--- config.mk ---
export PLATFORM = sky130hd
export DESIGN_NAME = spi_wrapper
export DESIGN_NICKNAME = d
export VERILOG_FILES = /design/src/rtl/spi_wrapper_pkg.sv /design/src/rtl/spi_wrapper_ram.sv /design/src/rtl/spi_wrapper_slave.sv /design/src/rtl/spi_wrapper.sv
export SDC_FILE = /design/constraint.sdc
export NUM_CORES = 2
export LEC_CHECK = 0
export ABC_AREA = 0
export BUFFER_PORTS_ARGS = -buffer_cell sky130_fd_sc_hd__clkbuf_2
export CORE_MARGIN = 2
export CORE_UTILIZATION = 63
export CTS_CLUSTER_SIZE = 24
export DETAILED_ROUTE_END_ITERATION = 10
export PLACE_DENSITY = 0.79
export SLEW_MARGIN = 20
export SYNTH_ARGS = -nofsm -noshare
export SYNTH_HDL_FRONTEND = slang
export SYNTH_SLANG_ARGS = --single-unit
--- constraint.sdc ---
create_clock -name clk -period 5.6 [get_ports clk]
set_input_delay 0.28 -clock clk [delete_from_list [all_inputs] [get_ports clk]]
set_output_delay 0.28 -clock clk [all_outputs]
set_load 0.05 [all_outputs]
--- src/rtl/spi_wrapper_pkg.sv ---
// Shared definitions for the SPI-fronted serial memory peripheral:
// FSM state encoding, command codes, frame/data widths and the frame payload.
package spi_wrapper_pkg;

    localparam int unsigned DEF_MEM_DEPTH = 256;
    localparam int unsigned DEF_ADDR_SIZE = 8;
    localparam int unsigned FRAME_LEN     = 10;
    localparam int unsigned DATA_W        = 8;
    localparam int unsigned CNT_W         = 4;   // holds 0..FRAME_LEN
    localparam int unsigned TX_CNT_W      = 3;   // holds 0..DATA_W-1

    typedef enum logic [2:0] {
        IDLE      = 3'd0,
        CHK_CMD   = 3'd1,
        WRITE     = 3'd2,
        READ_ADD  = 3'd3,
        READ_DATA = 3'd4
    } state_t;

    typedef logic [1:0] cmd_t;

    localparam cmd_t CMD_WR_ADDR = 2'b00;
    localparam cmd_t CMD_WR_DATA = 2'b01;
    localparam cmd_t CMD_RD_ADDR = 2'b10;
    localparam cmd_t CMD_RD_DATA = 2'b11;

    // One received frame: command in [9:8], address/data in [7:0]
    typedef struct packed {
        cmd_t              cmd;
        logic [DATA_W-1:0] payload;
    } frame_t;

endpackage

--- src/rtl/spi_wrapper_ram.sv ---
// Single-clock MEM_DEPTH x 8 RAM driven by decoded SPI frames.
// Ports: clk/rst_n, din/rx_valid frame from the slave,
//        dout/tx_valid read byte back to the slave (1-cycle latency).
module spi_ram
    import spi_wrapper_pkg::*;
#(
    parameter int unsigned MEM_DEPTH = DEF_MEM_DEPTH,
    parameter int unsigned ADDR_SIZE = DEF_ADDR_SIZE
) (
    input  logic              clk,
    input  logic              rst_n,
    input  frame_t            din,
    input  logic              rx_valid,
    output logic [DATA_W-1:0] dout,
    output logic              tx_valid
);

    logic [DATA_W-1:0]    mem [0:MEM_DEPTH-1];
    logic [ADDR_SIZE-1:0] wr_addr;
    logic [ADDR_SIZE-1:0] rd_addr;

    // Address registers and read port
    always_ff @(posedge clk or negedge rst_n) begin
        if (!rst_n) begin
            wr_addr  <= '0;
            rd_addr  <= '0;
            dout     <= '0;
            tx_valid <= 1'b0;
        end else begin
            tx_valid <= 1'b0;
            if (rx_valid) begin
                case (din.cmd)
                    CMD_WR_ADDR: wr_addr <= ADDR_SIZE'(din.payload);
                    CMD_RD_ADDR: rd_addr <= ADDR_SIZE'(din.payload);
                    CMD_RD_DATA: begin
                        dout     <= mem[rd_addr];
                        tx_valid <= 1'b1;
                    end
                    default: ;
                endcase
            end
        end
    end

    // Storage is intentionally not reset
    always_ff @(posedge clk) begin
        if (rx_valid && din.cmd == CMD_WR_DATA) mem[wr_addr] <= din.payload;
    end

endmodule

--- src/rtl/spi_wrapper_slave.sv ---
// SPI slave (mode 0, MSB first, oversampled on clk).
// Ports: clk/rst_n, mosi/ss_n serial inputs, miso serial output,
//        rx_data/rx_valid received frame to the RAM,
//        tx_data/tx_valid read byte returned by the RAM.
module spi_slave
    import spi_wrapper_pkg::*;
(
    input  logic              clk,
    input  logic              rst_n,
    input  logic              mosi,
    input  logic              ss_n,
    input  logic              tx_valid,
    input  logic [DATA_W-1:0] tx_data,
    output frame_t            rx_data,
    output logic              rx_valid,
    output logic              miso
);

    state_t                state, state_nxt;
    logic [CNT_W-1:0]      rx_cnt, rx_cnt_nxt;
    logic [FRAME_LEN-1:0]  rx_sreg, rx_sreg_nxt;
    logic                  rx_valid_q, rx_valid_nxt;
    logic [DATA_W-1:0]     tx_sreg, tx_sreg_nxt;
    logic [TX_CNT_W-1:0]   tx_left, tx_left_nxt;
    logic                  tx_active, tx_active_nxt;
    logic                  miso_q, miso_nxt;
    logic                  read_addr_received, rar_nxt;
    logic                  receiving;

    assign receiving = (state == WRITE) || (state == READ_ADD) || (state == READ_DATA);
    assign rx_data   = rx_sreg;
    assign rx_valid  = rx_valid_q;
    assign miso      = miso_q;

    // State register
    always_ff @(posedge clk or negedge rst_n) begin
        if (!rst_n) state <= IDLE;
        else        state <= state_nxt;
    end

    // Next-state logic; SS_n high returns to IDLE from anywhere
    always_comb begin
        state_nxt = state;
        if (ss_n) begin
            state_nxt = IDLE;
        end else begin
            case (state)
                IDLE:    state_nxt = CHK_CMD;
                CHK_CMD: begin
                    if (!mosi)                   state_nxt = WRITE;
                    else if (read_addr_received) state_nxt = READ_DATA;
                    else                         state_nxt = READ_ADD;
                end
                default: state_nxt = state;
            endcase
        end
    end

    // Datapath next values: frame shift-in and read-byte shift-out
    always_comb begin
        rx_cnt_nxt    = rx_cnt;
        rx_sreg_nxt   = rx_sreg;
        rx_valid_nxt  = 1'b0;
        tx_sreg_nxt   = tx_sreg;
        tx_left_nxt   = tx_left;
        tx_active_nxt = tx_active;
        miso_nxt      = miso_q;
        rar_nxt       = read_addr_received;
        if (ss_n) begin
            // partial frames and pending read-out are dropped
            rx_cnt_nxt    = '0;
            tx_left_nxt   = '0;
            tx_active_nxt = 1'b0;
            miso_nxt      = 1'b0;
        end else begin
            if (!receiving) begin
                rx_cnt_nxt = '0;
            end else if (rx_cnt < CNT_W'(FRAME_LEN)) begin
                rx_sreg_nxt = {rx_sreg[FRAME_LEN-2:0], mosi};
                rx_cnt_nxt  = rx_cnt + 1'b1;
                if (rx_cnt == CNT_W'(FRAME_LEN - 1)) begin
                    rx_valid_nxt = 1'b1;
                    if (state == READ_ADD) rar_nxt = 1'b1;
                end
            end

            if (state == READ_DATA && tx_valid) begin
                miso_nxt      = tx_data[DATA_W-1];
                tx_sreg_nxt   = {tx_data[DATA_W-2:0], 1'b0};
                tx_left_nxt   = TX_CNT_W'(DATA_W - 1);
                tx_active_nxt = 1'b1;
            end else if (tx_active) begin
                if (tx_left != '0) begin
                    miso_nxt    = tx_sreg[DATA_W-1];
                    tx_sreg_nxt = tx_sreg << 1;
                    tx_left_nxt = tx_left - 1'b1;
                end else begin
                    // last bit has been on the line for a full cycle
                    miso_nxt      = 1'b0;
                    tx_active_nxt = 1'b0;
                    rar_nxt       = 1'b0;
                end
            end
        end
    end

    // Datapath registers
    always_ff @(posedge clk or negedge rst_n) begin
        if (!rst_n) begin
            rx_cnt             <= '0;
            rx_sreg            <= '0;
            rx_valid_q         <= 1'b0;
            tx_sreg            <= '0;
            tx_left            <= '0;
            tx_active          <= 1'b0;
            miso_q             <= 1'b0;
            read_addr_received <= 1'b0;
        end else begin
            rx_cnt             <= rx_cnt_nxt;
            rx_sreg            <= rx_sreg_nxt;
            rx_valid_q         <= rx_valid_nxt;
            tx_sreg            <= tx_sreg_nxt;
            tx_left            <= tx_left_nxt;
            tx_active          <= tx_active_nxt;
            miso_q             <= miso_nxt;
            read_addr_received <= rar_nxt;
        end
    end

endmodule

--- src/rtl/spi_wrapper.sv ---
// Serial memory peripheral: SPI slave in front of a 256 x 8 RAM.
// Ports: MOSI/SS_n serial inputs, MISO serial read data, clk, rst_n (async, active-low).
module spi_wrapper
    import spi_wrapper_pkg::*;
#(
    parameter int unsigned MEM_DEPTH = DEF_MEM_DEPTH,
    parameter int unsigned ADDR_SIZE = DEF_ADDR_SIZE
) (
    input  logic MOSI,
    output logic MISO,
    input  logic SS_n,
    input  logic clk,
    input  logic rst_n
);

    frame_t            rx_data;
    logic              rx_valid;
    logic [DATA_W-1:0] tx_data;
    logic              tx_valid;

    spi_slave dut1 (
        .clk      (clk),
        .rst_n    (rst_n),
        .mosi     (MOSI),
        .ss_n     (SS_n),
        .tx_valid (tx_valid),
        .tx_data  (tx_data),
        .rx_data  (rx_data),
        .rx_valid (rx_valid),
        .miso     (MISO)
    );

    spi_ram #(
        .MEM_DEPTH (MEM_DEPTH),
        .ADDR_SIZE (ADDR_SIZE)
    ) dut2 (
        .clk      (clk),
        .rst_n    (rst_n),
        .din      (rx_data),
        .rx_valid (rx_valid),
        .dout     (tx_data),
        .tx_valid (tx_valid)
    );

endmodule

==> metrics.md <==
| Metric | Value |
|---|---|
| Total core area | `129,000 um^2` |
| Highest clock rate | `227 MHz` |
| Yosys Warn Count | `0` |
| Max-cap viol count | `0` |
| Final core occ | `69.5%` |
| Pins Over Slew Limit | `0` |
| First-pass GRT wire length | `300,000 um` |
| Critical Path Fanout Max | `26` |
| CP Class | `reg -> reg` |
| Die width | `365 um` |
| Type of origin of the critical path | `register` |
| # setup viols final | `0` |
| Diode count | `0` |
| Status | `finished, final reports clean` |
| Row cnt | `132` |
| Buffers added on ports | `4` |
| # DRC | `0` |
| GR Overflow Total | `0` |
| Post_cts resized | `0` |
| Final TNS setup | `0 ns` |
| CP peak stage delay | `0.91 ns` |
| Antenna violations before repair | `2` |
| Min-delay worst type | `in -> async` |
| # IOs | `5` |
| Unique masters post-synth | `66` |
| Pwr Density | `390 nW/um^2` |
| Syn nets | `4,088` |
| CTS Sinks | `2,104` |
| DP Cell Count | `5,657` |
| Longest Clk Path Bufs | `3` |
| Final wirelength | `207,000 um` |
| Synth top area cells | `edfxtp_1, mux4_2, mux2i_1` |
| Post-Syn Area per Cell | `20.1 um^2` |
| CTS tree | `yes` |
| Worst-path clk slew | `0.06 ns` |
| Final worst path period share | `78.5%` |
| Fraction of layout cells with a size suffix above 1 | `18.2%` |
| Lkg Pwr | `27.1 nW` |
| Via count | `42,900` |
| Total GRT Usage | `31.7%` |
| Initial Utilization | `63.4%` |
| CP max stage cell | `nor4_2` |
| Total setup buffers inserted after CTS | `0` |
| Normalized max-slew margin | `20.0%` |
| Via density | `7.11` |
| # H-tree levels | `4` |
| Synth Flop Type | `edfxtp_1` |
| DRT Pass-1 Iters | `8` |
| Clock skew | `0.0335 ns` |
| Fin crit period | `4.40 ns` |
| Antenna Nets Post-Route | `0` |
| Fraction of registers with async set/reset | `2.66%` |
| Post-Syn Instances | `4,080` |
| Hold Vio Cnt, Final | `0` |
| Routed length per instance | `34.4 um` |
| Num CTS Buffers | `196` |
| Worst Tran Pin Value | `1.20 ns` |
| Nets | `4,127` |
| Critical Path RT | `6.39 ns` |
| Die H | `365 um` |
| Most frequent cells in the layout | `edfxtp_1, mux4_2, mux2i_1` |
| Root Driver | `clkbuf_16` |
| Most common cell after layout, fill and taps aside | `edfxtp_1` |
| Yosys top cell by area | `edfxtp_1` |
| Top cell type's share of synthesized area | `74.9%` |
| Area Overhead vs Synth | `9.62%` |
| GPL Wtd Cong | `0.906` |
| Worst-path cell chain | `nand2_2 -> buf_4 -> o221ai_1 -> o22ai_1 -> o21ai_0 -> a21oi_1 -> nor4_2 -> a211o_1` |
| RSZ-0062 raised after global routing | `false` |
| Non-Filler Instances | `6,030` |
| FF+latch count, synth | `2,104` |
| Critical Path AT | `5.18 ns` |
| Number of synthesized flops with an enable pin | `2,048` |
| Clk_lat worst skew | `0.85 ns` |
| Detail Placement HPWL | `119,000 um` |
| Vias in the first global route | `42,400` |
| Iter 0 DRT Violations | `7,080` |
| Sequential area share after synthesis | `76.6%` |
| Netlist Area Pre-Place | `82,100 um^2` |
| Die area | `133,000 um^2` |
| Largest net degree at the start of global routing | `249` |
| Critical path capture point type | `register` |
| VDD IR max | `530 uV` |
[worst paths after layout]
path / from / to / slack (ns) / cells past startpoint
min in group clk: MOSI / dut1.rx_data[0]$_DFFE_PN0P_ / 0.30 / 3
max in group asynchronous: rst_n / dut2.rd_addr[4]$_DFFE_PN0P_ / 4.72 / 3
worst max-delay path: dut2.rd_addr[2]$_DFFE_PN0P_ / dut2.dout[1]$_DFFE_PN0P_ / 1.20 / 8
worst min-delay path: rst_n / dut1.rx_cnt[3]$_DFFE_PN0P_ / 0.15 / 3
worst max register to register: dut2.rd_addr[2]$_DFFE_PN0P_ / dut2.dout[1]$_DFFE_PN0P_ / 1.20 / 8
worst min register to register: dut2.dout[0]$_DFFE_PN0P_ / dut2.dout[0]$_DFFE_PN0P_ / 0.50 / 1
[synth_stat cells, types with 3 or more instances]
| master | count |
|---|---|
| mux2i_1 | 321 |
| nor3_1 | 26 |
| nand2b_1 | 8 |
| buf_8 | 9 |
| inv_1 | 10 |
| buf_12 | 14 |
| a211oi_1 | 40 |
| a211o_1 | 13 |
| a31oi_1 | 11 |
| a2111oi_0 | 7 |
| edfxtp_1 | 2048 |
| a22o_1 | 14 |
| and2_1 | 10 |
| buf_6 | 38 |
| or3_1 | 9 |
| nor4b_1 | 5 |
| o21ai_0 | 34 |
| nand2_1 | 85 |
| clkbuf_4 | 4 |
| buf_1 | 7 |
| or4_1 | 3 |
| nand3_1 | 37 |
| nor2_1 | 313 |
| mux4_2 | 343 |
| mux2_2 | 28 |
| buf_2 | 55 |
| o22ai_1 | 114 |
| a21oi_1 | 75 |
| o2111ai_1 | 5 |
| nand4_1 | 5 |
| a22oi_1 | 65 |
| dfrtp_1 | 56 |
| nor4_1 | 11 |
| mux4_1 | 23 |
| clkbuf_1 | 95 |
| o221ai_1 | 63 |
| nor2b_1 | 10 |
| ha_1 | 4 |
| nand3b_1 | 7 |
| buf_4 | 18 |
| nor3b_1 | 4 |
[power by group]
group	total [mW]	switching, mW	internal [mW]
registers	19.8	0.436	19.4
logic	2.02	1.86	0.165
clock network	13.3	5.84	7.47
[registers in the layout, summed over array words and instances (netlist names)]
register and cells:
dut1.tx_left 3, dut2.tx_valid 1, dut1.tx_active 1, dut1.tx_sreg 7, dut2.dout 8, dut1.rx_valid 1
dut1.state 3, dut1.read_addr_received 1, dut2.mem 2048, dut2.wr_addr 8, dut1.miso 1, dut1.rx_cnt 4
dut1.rx_data 10, dut2.rd_addr 8
[kinds of logic (layout without fill, tap and decap cells)]
logic type / Yosys count / after routing / share of synthesized area, %
muxes: 715 / 715 / 14.4
adders and majority gates: 4 / 4 / 0.0609
and+or+nand+nor: 543 / 543 / 2.89
AOI/OAI and AO/OA: 462 / 462 / 3.93
DFF: 2104 / 2104 / 76.6
buffers and inverters: 250 / 458 / 2.07
xor gates and xnor gates: 2 / 2 / 0.0213
[critical path: cells and delay by family, from the launching register on]
kind                   cells  cell delay (ns)
and+or+nand+nor            2             1.56
AOI/OAI and AO/OA          5             1.41
DFF                        1             0.90
buffers and inverters      1             0.43
[metal layers]
layer | global-route usage [%] | vias to the layer above | routed length, um
li1 | - | 17000 | -
met4 | 13.7 | 4 | 10200
met3 | 8.22 | 587 | 27200
met1 | 43.9 | 21900 | 72500
met2 | 48.7 | 3408 | 97300
met5 | 0 | - | 20
[stage by stage]
step,hold WS (ns),power [mW],cell area (um^2),setup WS (ns)
2_1_floorplan,-0.0156,21.2,82100,1.58
3_3_place_gp,0.479,21.9,83500,1.21
3_5_place_dp,0.479,22.1,83500,1.58
4_1_cts,0.157,35.1,90000,1.47
5_1_grt,0.232,35.9,90000,1.26
6_report,0.151,35.1,90000,1.20
[timing repair]
item,4_1_cts,5_1_grt
setup endpoints to repair,0,0
hold endpoints to repair,66,0
hold buffers,3,0
[final cells by class]
type	instances	area [um^2]
clock inverters	123	1190
inverters	10	40.0
fillers	7475	39500
repair buffers	81	837
well taps	1742	2180
flip-flops and latches	2104	62900
multi-input cells	1726	17600
clock buffers	244	5220
No activity file was read; power rests on OpenSTA's default activity.
